`config.mk`:
```
export PLATFORM = sky130hd
export DESIGN_NAME = imm_li_expander_flat
export DESIGN_NICKNAME = d
export VERILOG_FILES = /design/src/rtl/imm_li_expander_if.sv /design/src/rtl/imm_li_expander.sv /design/src/flat_wrapper.sv
export SDC_FILE = /design/constraint.sdc
export NUM_CORES = 1
export LEC_CHECK = 0
export ABC_CLOCK_PERIOD_IN_PS = 1800
export BUFFER_PORTS_ARGS = -buffer_cell sky130_fd_sc_hd__buf_2
export CORE_ASPECT_RATIO = 1.5
export CORE_UTILIZATION = 45
export DETAILED_ROUTE_END_ITERATION = 16
export GPL_ROUTABILITY_DRIVEN = 0
export PLACE_DENSITY = 0.73
export SYNTH_ARGS = -nofsm -noshare
export SYNTH_HDL_FRONTEND = slang
export SYNTH_SLANG_ARGS = --single-unit
```
`constraint.sdc`:
```
create_clock -name clk -period 1.8 [get_ports clk]
set_clock_uncertainty 0.15 [all_clocks]
set_input_delay 0.18 -clock clk [delete_from_list [all_inputs] [get_ports clk]]
set_output_delay 0.18 -clock clk [all_outputs]
set_load 0.02 [all_outputs]
```
`src/rtl/imm_li_expander_if.sv`:
```
// imm_li_expander request/instruction-stream bundle.
// Request handshake in, one encoded instruction word per beat out.
interface imm_li_expander_if;
  logic        in_valid;
  logic        in_ready;
  logic [31:0] in_value;
  logic [4:0]  in_rt;
  logic        out_valid;
  logic        out_ready;
  logic [31:0] out_instr;
  logic        out_last;

  modport master (
    output in_valid,
    output in_value,
    output in_rt,
    output out_ready,
    input  in_ready,
    input  out_valid,
    input  out_instr,
    input  out_last
  );

  modport slave (
    input  in_valid,
    input  in_value,
    input  in_rt,
    input  out_ready,
    output in_ready,
    output out_valid,
    output out_instr,
    output out_last
  );
endinterface

```
`src/rtl/imm_li_expander.sv`:
```
// imm_li_expander: 32-bit constant -> shortest MIPS load sequence.
// Emits ADDIU, ORI, or LUI[+ORI] one word per handshake beat.
module imm_li_expander #(
  parameter bit PREFER_ADDIU = 1'b1
) (
  input  logic                clk,
  input  logic                rst,
  imm_li_expander_if.slave    bus,
  output logic [15:0]         req_count
);

  localparam logic [5:0] OP_ADDIU = 6'b001001;
  localparam logic [5:0] OP_ORI   = 6'b001101;
  localparam logic [5:0] OP_LUI   = 6'b001111;

  typedef enum logic [1:0] {
    IDLE,
    EMIT1,
    EMIT2
  } state_t;

  state_t      state;
  logic        in_ready_q;
  logic        out_valid_q;
  logic        out_last_q;
  logic [31:0] out_instr_q;
  logic [31:0] second_q;

  logic [15:0] hi;
  logic [15:0] lo;
  logic [4:0]  rt;
  logic        sext_fits;
  logic        use_addiu;
  logic        use_ori0;
  logic [31:0] first_w;
  logic [31:0] ori_w;
  logic        two_w;

  assign hi = bus.in_value[31:16];
  assign lo = bus.in_value[15:0];
  assign rt = bus.in_rt;

  // bits [31:15] all equal: a sign-extended 16-bit immediate reproduces v
  assign sext_fits = (&bus.in_value[31:15]) | ~(|bus.in_value[31:15]);
  assign use_addiu = PREFER_ADDIU && sext_fits;
  assign use_ori0  = !use_addiu && (hi == 16'h0000);
  assign ori_w     = {OP_ORI, rt, rt, lo};

  // classify the request and build the first word of its sequence
  always_comb begin
    first_w = {OP_LUI, 5'd0, rt, hi};
    two_w   = (lo != 16'h0000);
    unique case (1'b1)
      use_addiu: begin
        first_w = {OP_ADDIU, 5'd0, rt, lo};
        two_w   = 1'b0;
      end
      use_ori0: begin
        first_w = {OP_ORI, 5'd0, rt, lo};
        two_w   = 1'b0;
      end
      default: ;
    endcase
  end

  // sequencer: accept, emit first word, optionally emit the ORI tail
  always_ff @(posedge clk) begin
    if (rst) begin
      state       <= IDLE;
      in_ready_q  <= 1'b1;
      out_valid_q <= 1'b0;
      out_last_q  <= 1'b0;
      out_instr_q <= 32'h0;
      second_q    <= 32'h0;
      req_count   <= 16'h0;
    end else begin
      unique case (state)
        IDLE: begin
          if (bus.in_valid) begin
            state       <= EMIT1;
            in_ready_q  <= 1'b0;
            out_valid_q <= 1'b1;
            out_instr_q <= first_w;
            out_last_q  <= !two_w;
            second_q    <= ori_w;
            if (req_count != 16'hFFFF)
              req_count <= req_count + 16'd1;
          end
        end
        EMIT1: begin
          if (bus.out_ready) begin
            if (!out_last_q) begin
              state       <= EMIT2;
              out_instr_q <= second_q;
              out_last_q  <= 1'b1;
            end else begin
              state       <= IDLE;
              in_ready_q  <= 1'b1;
              out_valid_q <= 1'b0;
              out_last_q  <= 1'b0;
            end
          end
        end
        EMIT2: begin
          if (bus.out_ready) begin
            state       <= IDLE;
            in_ready_q  <= 1'b1;
            out_valid_q <= 1'b0;
            out_last_q  <= 1'b0;
          end
        end
        default: begin
          state       <= IDLE;
          in_ready_q  <= 1'b1;
          out_valid_q <= 1'b0;
          out_last_q  <= 1'b0;
        end
      endcase
    end
  end

  assign bus.in_ready  = in_ready_q;
  assign bus.out_valid = out_valid_q;
  assign bus.out_instr = out_instr_q;
  assign bus.out_last  = out_last_q;

endmodule

```
`src/flat_wrapper.sv`:
```
// flat-port wrapper written by rule: the top's interface ports become plain ports
module imm_li_expander_flat 
#(
  parameter bit PREFER_ADDIU = 1'b1
)
  (clk, rst, req_count, bus_in_valid, bus_in_value, bus_in_rt, bus_out_ready, bus_in_ready, bus_out_valid, bus_out_instr, bus_out_last);
  imm_li_expander_if bus_i ();
  input  logic clk;
  input  logic rst;
  output logic [15:0] req_count;
  input wire logic [$bits(bus_i.in_valid)-1:0] bus_in_valid;
  input wire logic [$bits(bus_i.in_value)-1:0] bus_in_value;
  input wire logic [$bits(bus_i.in_rt)-1:0] bus_in_rt;
  input wire logic [$bits(bus_i.out_ready)-1:0] bus_out_ready;
  output wire logic [$bits(bus_i.in_ready)-1:0] bus_in_ready;
  output wire logic [$bits(bus_i.out_valid)-1:0] bus_out_valid;
  output wire logic [$bits(bus_i.out_instr)-1:0] bus_out_instr;
  output wire logic [$bits(bus_i.out_last)-1:0] bus_out_last;
  assign bus_i.in_valid = bus_in_valid;
  assign bus_i.in_value = bus_in_value;
  assign bus_i.in_rt = bus_in_rt;
  assign bus_i.out_ready = bus_out_ready;
  assign bus_in_ready = bus_i.in_ready;
  assign bus_out_valid = bus_i.out_valid;
  assign bus_out_instr = bus_i.out_instr;
  assign bus_out_last = bus_i.out_last;
  imm_li_expander #(.PREFER_ADDIU(PREFER_ADDIU)) u_core (.clk(clk), .rst(rst), .bus(bus_i), .req_count(req_count));
endmodule
```
After elaboration in Yosys (flattened, before gate mapping)
Index checks and enable logic that the tools add are counted.
{ "op_classes": {"mux": 25, "reduce_logical": 15, "add_sub_neg": 1, "eq_ne": 8, "n_bitwise": 2} }
{ "op_table": {"columns": ["op", "n"], "rows": [
  ["32-bit two-way mux", 3],
  ["32-bit one-hot mux with 2 select lines", 1],
  ["29-bit one-hot mux with 2 select lines", 1],
  ["17-bit AND reduction", 1],
  ["17-bit OR reduction", 1],
  ["16-bit by 1-bit adder with 16-bit output, second input constant", 1],
  ["16-bit logical NOT", 1],
  ["16-bit inequality test, second input constant", 1],
  ["16-bit nonzero test", 1],
  ["1-bit two-way mux", 12],
  ["1-bit one-hot mux with 3 select lines", 3],
  ["2-bit two-way mux", 4],
  ["2-bit inequality test, second input constant", 4],
  ["4-bit AND reduction", 2],
  ["2-bit one-hot mux with 3 select lines", 1],
  ["3-bit AND reduction", 2],
  ["2-bit by 1-bit equality test with 1-bit output, second input constant", 1],
  ["2-bit equality test, second input constant", 1],
  ["1-bit logical NOT", 2],
  ["2-bit logical NOT", 1],
  ["2-bit by 1-bit inequality test with 1-bit output, second input constant", 1],
  ["2-bit AND reduction", 1],
  ["2-bit nonzero test", 1],
  ["2-bit OR reduction", 1],
  ["3 further kinds", 3]
]} }
{ "word_totals": {"register_bits": 80, "input_bits": 41, "elab_cells": 58, "out_inout_bits": 51} }

Logic depth before layout (Yosys ltp)
Gate-level depths: netlist of run 1.
{ "depth": {"word_depth": 10, "mapped_depth": 6, "mapped_depth_nobuf": 6} }

Least setup slack after synthesis of run 1
OpenSTA, ideal clock, no wires.
{ "synth_timing": {"path_kind": "register to register", "from": "reg u_core.req_count[0]", "to": "reg u_core.req_count[1]", "path_buffers": 0, "path_stages_with_launch": 7, "arrival_ns": 1.588, "required_ns": 1.522, "period_less_slack_ns": 1.865, "setup_ns": 0.128, "slack_ns": -0.065, "path_cell_list": "dfxtp_1 -> ha_1 -> nand2_1 -> nor4b_4 -> a21oi_1 -> mux2i_1 -> nor2_1"} }
{ "synth_via": {"elab_chain_cells": 2, "word_cells_on_any_way": 3, "cone_classes": "add/sub: 1; eq/ne: 1; reduce/logical: 1"} }
{ "synth_rtl": {"columns": ["element", "line_no", "text"], "rows": [
  ["from (decl)", "imm_li_expander.sv:9", "output logic [15:0] req_count"],
  ["from (signal assigned)", "imm_li_expander.sv:87", "req_count <= req_count + 16'd1;"],
  ["branches (longest 2 deep; another with 16-bit by 1-bit adder with 16-bit output)", null, null]
]} }
Several ways; the timed one is not identified.
A chain may end at the register's enable or synchronous reset.

Worst setup path after layout of run 1
{ "layout_timing": {"from": "reg u_core.req_count[11]", "to": "reg u_core.req_count[7]"} }
{ "layout_via": {"elab_chain_cells": 2} }
{ "layout_rtl": {"columns": ["element", "line_no", "text"], "rows": [
  ["16-bit inequality test", "imm_li_expander.sv:86", "if (req_count != 16'hFFFF)"],
  ["3-bit AND reduction (no source line)", null, null]
]} }
No other way between the ends.

==> out/results.md, run 1 <==
| Stage | Parameter | This run |
|:---|:---|:---|
| global route | Global-route wire length before repair | 14.60 mm |
| drt | Total Wirelength | 9.492 mm |
| synthesis | Proportion of netlist area held by the largest area contributor | 43.08% |
| synthesis | Synth async-reset ratio | 0% |
| timing | RSZ-0062 raised after global routing | true |
| timing | Smallest setup slack after layout | -0.002584 ns |
| timing | Final hold violation count | 0 |
| synthesis | Area contributors post-synth | dfxtp_1 43%, a21oi_1 7.6%, nand2_1 7.2% |
| timing | Worst hold margin | 0.03632 ns |
| timing | Clock period minus final worst setup slack | 1.803 ns |
| die | Placeable core area | 7227 um^2 |
| placed design | Cell total after placement | 593 |
| timing | Setup violation total in the final timing report | 1 |
| layout | Fill cell count | 665 |
| power and ir drop | Peak supply drop | 0.5055 mV |
| clocking | Clock-pin slew reported for the worst setup and hold paths after clock tree synthesis | 0.08 ns |
| die | Row cnt | 38 |
| run status | Violations in the final reports | negative setup slack |
| synthesis | Number of flip-flops and latches in the synthesized netlist | 72 |
| power and ir drop | Share of total power consumed by net switching | 26.76% |
| clocking | Maximum count of clock buffers along a single path | 2 |
| synthesis | Number of flops mapped to enable cells by yosys | 0 |
| layout | Layout-stage area growth over the synthesis result | 37.62% |
| power and ir drop | Cell Pwr Density | 883.0 nW/um^2 |
| clocking | Clock tree root buffer cell | clkbuf_8 |
| synthesis | Cell type with the largest total area after synthesis | dfxtp_1 |
| die | Die width | 72.41 um |
| layout | Area used by sequential logic in the layout | 1453 um^2 |
| layout | Final Util | 63.71% |
| critical path | Arrival time at the worst endpoint | 1.89 ns |
| synthesis | Most used flip-flop cell after synthesis | dfxtp_1 |
| critical path | Worst setup path class | register to register |
| critical path | Worst-case reg-to-reg path depth | 6 |
| die | Count of pins on the block boundary | 92 |
| power and ir drop | Total design power | 4.066 mW |
| power and ir drop | Clock power frac | 39.2% |
| layout | Area of the multi-input gates | 1834 um^2 |
| critical path | Family with the most delay on the worst path | simple AND/OR/NAND/NOR gates |
| die | Die Area | 7791 um^2 |
| timing | Slew @ Worst Pin | 0.7855 ns |
| power and ir drop | Share of total power in combinational logic | 17.3% |
| synthesis | Average footprint of a synthesized cell | 8.302 um^2 |
| layout | Antenna diode count | 0 |
| die | Starting Density | 46.30% |
| placed design | HPWL after detailed placement | 6.162 mm |
| critical path | Critical Path Max Stage Delay | 0.41 ns |
| power and ir drop | Leakage | 2.034 nW |
| global route | Number of global-route vias before repair | 3203 |
| global route | Largest net degree at the start of global routing | 39 |
| timing | Worst max-slew margin expressed relative to the limit | 47.64% |
| drt | Drt via density | 5.496 |
| global route | Overall fraction of global-route tracks in use | 24.25% |
| power and ir drop | Total net switching power | 1.088 mW |
| drt | DRT Pass-1 Iters | 5 |
| synthesis | Share of synthesized area occupied by flip-flops and latches | 43.08% |
| global route | Antenna violations before repair | 0 |
| synthesis | Total of warnings raised by yosys | 0 |
| drt | Number of design-rule violations left by the first detailed-router iteration | 236 |
| clocking | Deepest level of the CTS H-tree | 3 |
| drt | Via count | 3479 |
| critical path | Buf/Inv on CP | 1 |
| power and ir drop | Internal power consumption | 2.978 mW |
| synthesis | Cells after synthesis | 403 |
| flow run | # Max-Cap Violations | 0 |
| critical path | Nature of the critical path startpoint | register |
| min path | Hold/Removal Path Class | input port to register |
| critical path | Max FO, Critical Path | 6 |
| clocking | Number of CTS-inserted buffers | 9 |
| run status | Result of the run | finished, violations left |
| die | Vertical extent of the die | 107.6 um |
| drt | Routed wirelength normalized by instance count | 15.00 um |
| timing | Final Cycle Share | 100.1% |
| clocking | TritonCTS Sinks | 72 |
| drt | Remaining number of nets flagged by the antenna check after routing | 0 |
| timing | Count of final max-slew check failures | 0 |
| critical path | Chain of cells forming the critical path | nand4_1, nor4b_4, buf_4, nor4b_2, xnor2_1, nor2_1 |
| clocking | Source-to-sink clock delay at the later pin of the worst-skew pair | 0.35 ns |
| critical path | Crit path required time | 1.88 ns |
| power and ir drop | Sequential group share of total power | 43.5% |
| drt | DRC viols | 0 |
| min path | WHS Path Cells | 3 |
| synthesis | Count of cell types in the netlist | 45 |
| layout | Share of layout cells above drive strength 1 | 30.96% |
| timing | Maximum clock rate | 554.8 MHz |
| synthesis | Mapped Area | 3346 um^2 |
| layout | Number of nets at the end of the flow | 570 |
| critical path | Critical path capture point type | register |
| layout | Final std cells w/o fill | 633 |
| critical path | Slowest-stage cell, CP | nor4b_4 |
| clocking | TritonCTS clock tree | done |
| global route | Residual overflow from global routing | 0 |
| critical path | Crit. path cell count | 6 |
| placed design | Number of input and output port buffers inserted | 89 |
[cell usage in the layout, fill, tap and decap left out, types with 2 or more instances in the layout]
cell and instances:
a211oi_1 9, o22ai_1 16, dfxtp_2 9, nor4_2 2
nand2_1 64, buf_12 2, dlygate4sd3_1 22, and4_1 2
a21oi_1 49, nand3_1 10, buf_2 89, mux2i_1 21
a2111oi_2 2, bufinv_16 3, nor2_1 26, conb_1 2
and3_1 18, nor4b_2 2, dfxtp_1 63, nor3_1 2
nor4_1 8, o21ai_0 18, clkbuf_8 11, a31oi_1 2
nand2b_1 4, inv_1 2, buf_4 30, nand4_1 6
xnor2_1 12
[power groups by stage]
stage	Sequential, mW	Clock [mW]	Combinational (mW)
final	1.77	1.59	0.704
after floorplan	1.88	0	0.308
after global placement	1.80	0	0.647
after global routing	1.78	1.69	0.764
after CTS	1.76	1.63	0.703
after detailed placement	1.80	0	0.662
[cell families after synthesis]
| family | Yosys count | share of synthesized area, % |
|---|---|---|
| AO/OA/AOI/OAI | 108 | 19.56 |
| AND/OR/NAND/NOR | 156 | 23.37 |
| buffers and inverters | 32 | 4.076 |
| other | 1 | 0.1121 |
| multiplexers | 21 | 6.283 |
| adder cells (fa/ha/maj) | 1 | 0.3739 |
| flip-flops | 72 | 43.08 |
| XOR/XNOR | 12 | 3.141 |
[final timing paths]
path,start,to,slack (ns)
worst max-delay path,u_core.req_count[11]$_SDFFE_PP0P_,u_core.req_count[7]$_SDFFE_PP0P_,-0.003
worst max register to register,u_core.req_count[11]$_SDFFE_PP0P_,u_core.req_count[7]$_SDFFE_PP0P_,-0.003
worst min register to register,u_core.second_q[1]$_SDFFE_PP0P_,u_core.second_q[1]$_SDFFE_PP0P_,0.30
worst min-delay path,bus_in_value[16],u_core.bus.out_instr[0]$_SDFFE_PP0P_,0.04
[tightest hold or removal path, stage by stage]
cell	delay (ns)
buf_2	0.10
mux2i_1	0.07
o22ai_1	0.15
[per-stage QoR]
stage / setup WS [ns] / TNS (ns) / cell area [um^2]
global route: -0.07984 / -0.3107 / 4604
detailed placement: -0.1338 / -1.998 / 4063
global placement: -0.1008 / -1.502 / 4063
floorplan: -0.005714 / -0.005714 / 3359
finish: -0.002584 / -0.002584 / 4604
CTS: -0.004361 / -0.004361 / 4552
[flip-flops by register name, summed over array words and instances, names as in the netlist]
name / cells
u_core.bus.out_instr: 29
u_core.second_q: 22
u_core.bus.out_valid: 1
u_core.state: 2
u_core.bus.in_ready: 1
u_core.req_count: 16
u_core.bus.out_last: 1
[cell type report]
| cell class | instances | area share (%) |
|---|---|---|
| clock buffer | 11 | 3.288 |
| clock inverter | 5 | 2.228 |
| inverter | 2 | 0.1630 |
| multi-input combinational | 300 | 39.84 |
| sequential | 72 | 31.55 |
| tap | 100 | 2.717 |
| timing repair buffer | 143 | 20.22 |
[cell usage after synthesis, types with 2 or more instances]
master and n:
mux2i_1 21, a2111oi_2 3, nor2_1 28, a211oi_1 9, nand4_1 6, xnor2_1 12
inv_1 2, clkbuf_1 23, nand2b_1 4, a31oi_1 2, and3_1 18, nand3_1 10
nand2_1 64, and4_1 2, nor4_1 10, a21oi_1 51, dfxtp_1 72, buf_4 3
o22ai_1 16, buf_2 4, nor3_1 2, o21ai_0 18
[routing by layer]
metal,track usage [%],wire length [um]
met1,27.67,3852
met2,42.19,4936
met3,5.056,508
met4,11.76,195
met5,0,0
[timing repair]
action	in CTS	in global routing
cloned	0	0
hold buffers	22	0
resized for setup	4	7
setup buffers	0	2
pin swaps	1	2
endpoints found under the setup margin	21	54
endpoints found under the hold margin	22	0
Power figures use the tool's default switching activity.
==> run 2, diff against run 1 <==
- ABC_AREA: not set -> 1
- BUFFER_PORTS_ARGS: -buffer_cell sky130_fd_sc_hd__buf_2 -> -buffer_cell sky130_fd_sc_hd__buf_4
- PLACE_DENSITY: 0.73 -> 0.72
==> out/results.md, run 2 <==
| Stage | Parameter | This run |
|:---|:---|:---|
| layout | Design area | 5001 um^2 |
| layout | Number of nets at the end of the flow | 690 |
| power and ir drop | Cell Pwr Density | 953.8 nW/um^2 |
| die | Row cnt | 39 |
| synthesis | Synthesized-area fraction occupied by adder cells | 0.3439% |
| timing | Count of final max-slew check failures | 0 |
| layout | Layout-stage area growth over the synthesis result | 37.45% |
| layout | Leading cell type in the layout, fill and taps excluded | buf_4 |
| synthesis | Synth async-reset ratio | 0% |
| layout | Final Util | 64.87% |
| critical path | Nature of the critical path startpoint | register |
| layout | Final std cells w/o fill | 755 |
| min path | WHS Path Cells | 4 |
| timing | Setup violation total in the final timing report | 0 |
| placed design | Worst-case setup slack after placement | 0.01715 ns |
| placed design | HPWL after detailed placement | 7.172 mm |
| synthesis | Share of synthesized area occupied by flip-flops and latches | 39.61% |
| layout | Share of layout cells above drive strength 1 | 21.75% |
| layout | Fill cell count | 710 |
| synthesis | Cells after synthesis | 536 |
| layout | Antenna diode count | 0 |
| synthesis | Most used flip-flop cell after synthesis | dfxtp_1 |
| drt | Routed wirelength normalized by instance count | 13.99 um |
| critical path | Crit path required time | 1.90 ns |
| min path | Hold/Removal Path Class | input port to register |
| power and ir drop | Total design power | 4.770 mW |
| clocking | TritonCTS Sinks | 72 |
| flow run | # Max-Cap Violations | 0 |
| synthesis | Largest family of logic cells by synthesized area | simple AND/OR/NAND/NOR gates |
| global route | Number of global-route vias before repair | 3752 |
| global route | Antenna violations before repair | 0 |
| layout | Area used by sequential logic in the layout | 1448 um^2 |
| drt | Remaining number of nets flagged by the antenna check after routing | 0 |
| drt | Via count | 3989 |
| critical path | Arrival time at the worst endpoint | 1.83 ns |
| synthesis | Number of flip-flops and latches in the synthesized netlist | 72 |
| drt | DRT Pass-1 Iters | 5 |
| timing | Total Neg Setup Slack | 0 ns |
| synthesis | Mapped Area | 3638 um^2 |
| layout | Number of flip-flops under the largest register name | 29 |
| critical path | Endpoint of the lowest-slack register-to-register path | u_core.req_count[0]$_SDFFE_PP0P_ |
| critical path | Critical path capture point type | register |
| power and ir drop | Peak supply drop | 0.6588 mV |
| drt | Total Wirelength | 10.56 mm |
| die | Count of pins on the block boundary | 92 |
| synthesis | Most repeated cell in the gate-level netlist after synthesis | nand2_1 |
| placed design | Number of input and output port buffers inserted | 89 |
| global route | Largest net degree at the start of global routing | 43 |
| clocking | Source-to-sink clock delay at the later pin of the worst-skew pair | 0.33 ns |
| global route | Global-route wire length before repair | 16.53 mm |
| drt | Drt via density | 5.283 |
| synthesis | Post-synthesis share of cell area spent on xor and xnor gates | 2.407% |
| timing | Maximum clock rate | 578.3 MHz |
| clocking | Clock-pin slew reported for the worst setup and hold paths after clock tree synthesis | 0.06 ns |
| critical path | Worst reg2reg startpoint | u_core.req_count[1]$_SDFFE_PP0P_ |
| critical path | Worst Setup SP | u_core.req_count[1]$_SDFFE_PP0P_ |
| synthesis | Proportion of netlist area held by the largest area contributor | 39.61% |
| global route | Residual overflow from global routing | 0 |
| critical path | Flop-to-flop setup slack | 0.07 ns |
| synthesis | Top cell types by occurrence after synthesis | 99 x nand2_1, 82 x a21oi_1, 72 x dfxtp_1 |
| synthesis | Count of cell types in the netlist | 30 |
| timing | Clock period minus final worst setup slack | 1.729 ns |
| placed design | Cell total after placement | 715 |
| run status | Result of the run | finished clean |
| timing | Smallest setup slack after layout | 0.07088 ns |
| critical path | Endpoint of the worst setup timing path | u_core.req_count[0]$_SDFFE_PP0P_ |
| synthesis | Cell type with the largest total area after synthesis | dfxtp_1 |
| clocking | Number of CTS-inserted buffers | 9 |
| synthesis | Mux share of post-synthesis cell area | 0% |
| layout | Leading cell types in the layout, fill and taps excluded | 103 x buf_4, 99 x nand2_1, 82 x a21oi_1 |
| die | Starting Density | 47.19% |
| placed design | Post-Place Cell Area | 4397 um^2 |
| die | Die Area | 8457 um^2 |
| clocking | Clock tree root buffer cell | clkbuf_16 |
| synthesis | Total of warnings raised by yosys | 0 |
| layout | Area of the multi-input gates | 1838 um^2 |
| die | Vertical extent of the die | 112.1 um |
| timing | Final hold violation count | 0 |
| clocking | TritonCTS clock tree | done |
| drt | DRC viols | 0 |
| critical path | Worst-case reg-to-reg path depth | 8 |
| clocking | Deepest level of the CTS H-tree | 3 |
| timing | Worst hold margin | 0.03293 ns |
| critical path | Worst setup path class | register to register |
| critical path | Max FO, Critical Path | 7 |
| synthesis | Share of the synthesized area in compound gates (AO/OA/AOI/OAI) | 20.32% |
| synthesis | Number of flops mapped to enable cells by yosys | 0 |
| die | Placeable core area | 7710 um^2 |
| synthesis | Area contributors post-synth | dfxtp_1 40%, a21oi_1 11%, nand2_1 10% |
| synthesis | Share of synthesized cell area in and, or, nand and nor gates | 26.31% |
| die | Die width | 75.42 um |
| synthesis | Average footprint of a synthesized cell | 6.788 um^2 |
| clocking | Maximum count of clock buffers along a single path | 2 |
| global route | Overall fraction of global-route tracks in use | 25.35% |
| timing | Final Cycle Share | 96.06% |
| drt | Number of design-rule violations left by the first detailed-router iteration | 187 |
| power and ir drop | Leakage | 2.262 nW |
-- run 2: cell count changes after synthesis, moves of 16 or more --
| cell | previous run | this run |
|---|---|---|
| inv_1 | 2 | 56 |
| nor2_1 | 28 | 64 |
| nand2_1 | 64 | 99 |
| nand3_1 | 10 | 45 |
| o21ai_0 | 18 | 50 |
| a21oi_1 | 51 | 82 |
| mux2i_1 | 21 | 0 |
| and3_1 | 18 | 0 |
| o22ai_1 | 16 | 0 |
-- run 2: repair_timing --
action	CTS	global route
hold buffers	21	0
pin swaps	0	1
setup buffers	0	2
gates resized for setup	1	13
hold endpoints to repair	26	0
gates cloned	0	1
setup endpoints to repair	5	37
-- run 2: final cells by class --
cell class,instances,share of cell area [%]
clock buffers,10,4.578
clock inverters,6,1.851
inverters,59,4.628
multi-input cells,379,36.75
flip-flops and latches,72,28.95
well taps,102,2.552
repair buffers,127,20.69
-- run 2: routing by layer --
layer | vias up | wire length, um | global-route usage, %
met3 | 34 | 486 | 4.668
met1 | 1846 | 4339 | 29.55
met5 | - | 0 | 0
li1 | 1962 | - | -
met4 | 0 | 352 | 14.20
met2 | 147 | 5381 | 42.32
-- run 2: worst max-delay path: stages (launching register included) --
cell and delay, ns:
dfxtp_2 0.38, ha_4 0.17, inv_1 0.07, nor2_4 0.16, nand4_1 0.17, nand2_4 0.18, buf_4 0.15, o21ai_0 0.08
a21oi_1 0.14
-- run 2: how the worst min path moves through the flow --
stage                        from                               end  slack, ns
floorplan            bus_in_rt[0]  u_core.second_q[21]$_SDFFE_PP0P_       0.16
global placement     bus_in_rt[1]  u_core.second_q[22]$_SDFFE_PP0P_       0.27
detailed placement   bus_in_rt[0]  u_core.second_q[21]$_SDFFE_PP0P_       0.28
CTS                 bus_out_ready      u_core.state[0]$_SDFFE_PP0P_       0.02
global route        bus_out_ready      u_core.state[0]$_SDFFE_PP0P_       0.04
finish              bus_out_ready      u_core.state[0]$_SDFFE_PP0P_       0.03
-- run 2: kinds of logic after synthesis --
kind of cell               after synthesis
xor gates and xnor gates                10
DFF                                     72
other                                    1
adders and majority gates                1
buffers and inverters                   86
AOI/OAI and AO/OA                      141
and+or+nand+nor                        225
-- run 2: power breakdown --
part | internal, mW | leakage, nW | switching, mW
sequential | 1.75 | 0.595 | 0.0945
combinational | 0.412 | 1.52 | 0.593
clock | 1.22 | 0.149 | 0.699
==> run 3, diff against run 2 <==
- CTS_BUF_LIST: not set -> sky130_fd_sc_hd__clkbuf_4 sky130_fd_sc_hd__clkbuf_8
==> out/results.md, run 3 (synthesis gave the netlist of run 2 again) <==
| Stage | Parameter | This run |
|:---|:---|:---|
| run status | Result of the run | finished clean |
| drt | DRC viols | 0 |
| placed design | Number of input and output port buffers inserted | 89 |
| global route | Antenna violations before repair | 0 |
| power and ir drop | Peak supply drop | 0.6433 mV |
| critical path | Max FO, Critical Path | 18 |
| global route | Number of global-route vias before repair | 3749 |
| layout | Leading cell types in the layout, fill and taps excluded | 101 x buf_4, 99 x nand2_1, 81 x a21oi_1 |
| clocking | Deepest level of the CTS H-tree | 3 |
| global route | Largest net degree at the start of global routing | 43 |
| min path | Hold/Removal Path Class | input port to register |
| layout | Number of flip-flops under the largest register name | 29 |
| clocking | TritonCTS clock tree | done |
| power and ir drop | Sequential group share of total power | 42.9% |
| clocking | Source-to-sink clock delay at the later pin of the worst-skew pair | 0.36 ns |
| clocking | Number of CTS-inserted buffers | 9 |
| critical path | Slowest-stage cell, CP | dlygate4sd3_1 |
| die | Count of pins on the block boundary | 92 |
| clocking | Clock-pin slew reported for the worst setup and hold paths after clock tree synthesis | 0.07 ns |
| drt | DRT Pass-1 Iters | 4 |
| die | Die Area | 8457 um^2 |
| drt | Via count | 3974 |
| power and ir drop | Cell Pwr Density | 879.5 nW/um^2 |
| layout | Leading cell type in the layout, fill and taps excluded | buf_4 |
| die | Row cnt | 39 |
| critical path | Critical Path Max Stage Delay | 0.53 ns |
| power and ir drop | Share of total power consumed by net switching | 31.14% |
| layout | Fill cell count | 728 |
| critical path | Worst-case reg-to-reg path depth | 8 |
| critical path | Critical path capture point type | register |
| global route | Residual overflow from global routing | 0 |
| critical path | Chain of cells forming the critical path | dlygate4sd3_1, buf_4, inv_1, nand3_1, nand3_2, inv_2, nand2_8, buf_4, a21oi_1, a21oi_1 |
| timing | Final Cycle Share | 96.41% |
| min path | WHS Path Cells | 3 |
| die | Placeable core area | 7710 um^2 |
| placed design | HPWL after detailed placement | 7.172 mm |
| timing | Worst hold margin | 0.02257 ns |
| layout | Layout-stage area growth over the synthesis result | 34.18% |
| flow run | # Max-Cap Violations | 0 |
| power and ir drop | Total net switching power | 1.337 mW |
| critical path | Crit path required time | 1.90 ns |
| timing | Clock period minus final worst setup slack | 1.735 ns |
| critical path | Worst setup path class | input port to register |
| critical path | Nature of the critical path startpoint | input port |
| drt | Routed wirelength normalized by instance count | 13.83 um |
| power and ir drop | Leakage | 2.212 nW |
| timing | Final hold violation count | 0 |
| drt | Remaining number of nets flagged by the antenna check after routing | 0 |
| global route | Overall fraction of global-route tracks in use | 25.69% |
| timing | Maximum clock rate | 576.2 MHz |
| power and ir drop | Share of total power in combinational logic | 23.1% |
| power and ir drop | Internal power consumption | 2.957 mW |
| clocking | Clock tree root buffer cell | clkbuf_8 |
| power and ir drop | Clock power frac | 34.1% |
| die | Vertical extent of the die | 112.1 um |
| global route | Global-route wire length before repair | 16.64 mm |
| placed design | Post-Place Cell Area | 4397 um^2 |
| die | Die width | 75.42 um |
| layout | Share of layout cells above drive strength 1 | 21.63% |
| timing | RSZ-0062 raised after global routing | true |
| die | Starting Density | 47.19% |
| clocking | TritonCTS Sinks | 72 |
| timing | Count of final max-slew check failures | 0 |
| layout | Number of nets at the end of the flow | 689 |
| timing | Setup violation total in the final timing report | 0 |
| layout | Antenna diode count | 0 |
| drt | Drt via density | 5.271 |
| drt | Number of design-rule violations left by the first detailed-router iteration | 169 |
| clocking | Maximum count of clock buffers along a single path | 2 |
| layout | Design area | 4882 um^2 |
| critical path | Arrival time at the worst endpoint | 1.83 ns |
| drt | Total Wirelength | 10.43 mm |
[run 3: metrics by stage]
stage	power [mW]	instances	setup slack, ns	TNS, ns	utilization (%)
after floorplan	2.437	537	0.009963	0	-
after global placement	2.782	715	0.1259	0	57.03
after detailed placement	2.798	715	0.01715	0	57.03
after CTS	4.276	754	0.007528	0	62.92
after global routing	4.485	754	-0.02203	-0.04795	63.32
final	4.294	754	0.06456	0	63.32
[run 3: power by group through the flow]
stage          sequential, mW  clock [mW]  combinational, mW
2_1_floorplan            1.98           0              0.459
3_3_place_gp             1.87           0              0.916
3_5_place_dp             1.87           0              0.928
4_1_cts                  1.84        1.47              0.972
5_1_grt                  1.86        1.55               1.08
6_report                 1.84        1.46              0.990
[run 3: repair_timing]
action	in CTS	in global routing
setup buffers	1	0
hold buffers	22	0
resized for setup	1	9
endpoints found under the hold margin	27	0
setup endpoints to repair	4	37
pin swaps	1	1
[run 3: final cells by class]
class,count,area [um^2],area share [%]
tap,102,127.6,2.614
inverter,59,229.0,4.690
clock buffer,10,131.4,2.691
timing repair buffer,126,1030,21.09
sequential,72,1448,29.65
clock inverter,6,92.59,1.896
multi-input combinational,379,1824,37.37
[run 3: per-layer routing]
layer | vias up | wire, um | global-route usage, %
li1 | 1954 | - | -
met4 | 0 | 455 | 14.69
met1 | 1810 | 4128 | 29.93
met2 | 171 | 5245 | 42.68
met5 | - | 0 | 0
met3 | 39 | 598 | 4.847
[run 3: worst paths after layout]
kind / startpoint / end / slack (ns)
setup / recovery: bus_out_ready / u_core.bus.out_instr[12]$_SDFFE_PP0P_ / 0.06
hold / removal: bus_in_value[31] / u_core.bus.out_instr[15]$_SDFFE_PP0P_ / 0.02
setup reg to reg: u_core.req_count[0]$_SDFFE_PP0P_ / u_core.req_count[4]$_SDFFE_PP0P_ / 0.10
hold reg to reg: u_core.bus.out_valid$_SDFFE_PP0P_ / u_core.bus.out_valid$_SDFFE_PP0P_ / 0.32
[run 3: worst max-delay path: cells and delay by family]
family	cells	cell delay, ns
simple gates	3	0.36
compound gates	2	0.26
buf+inv	5	1.03
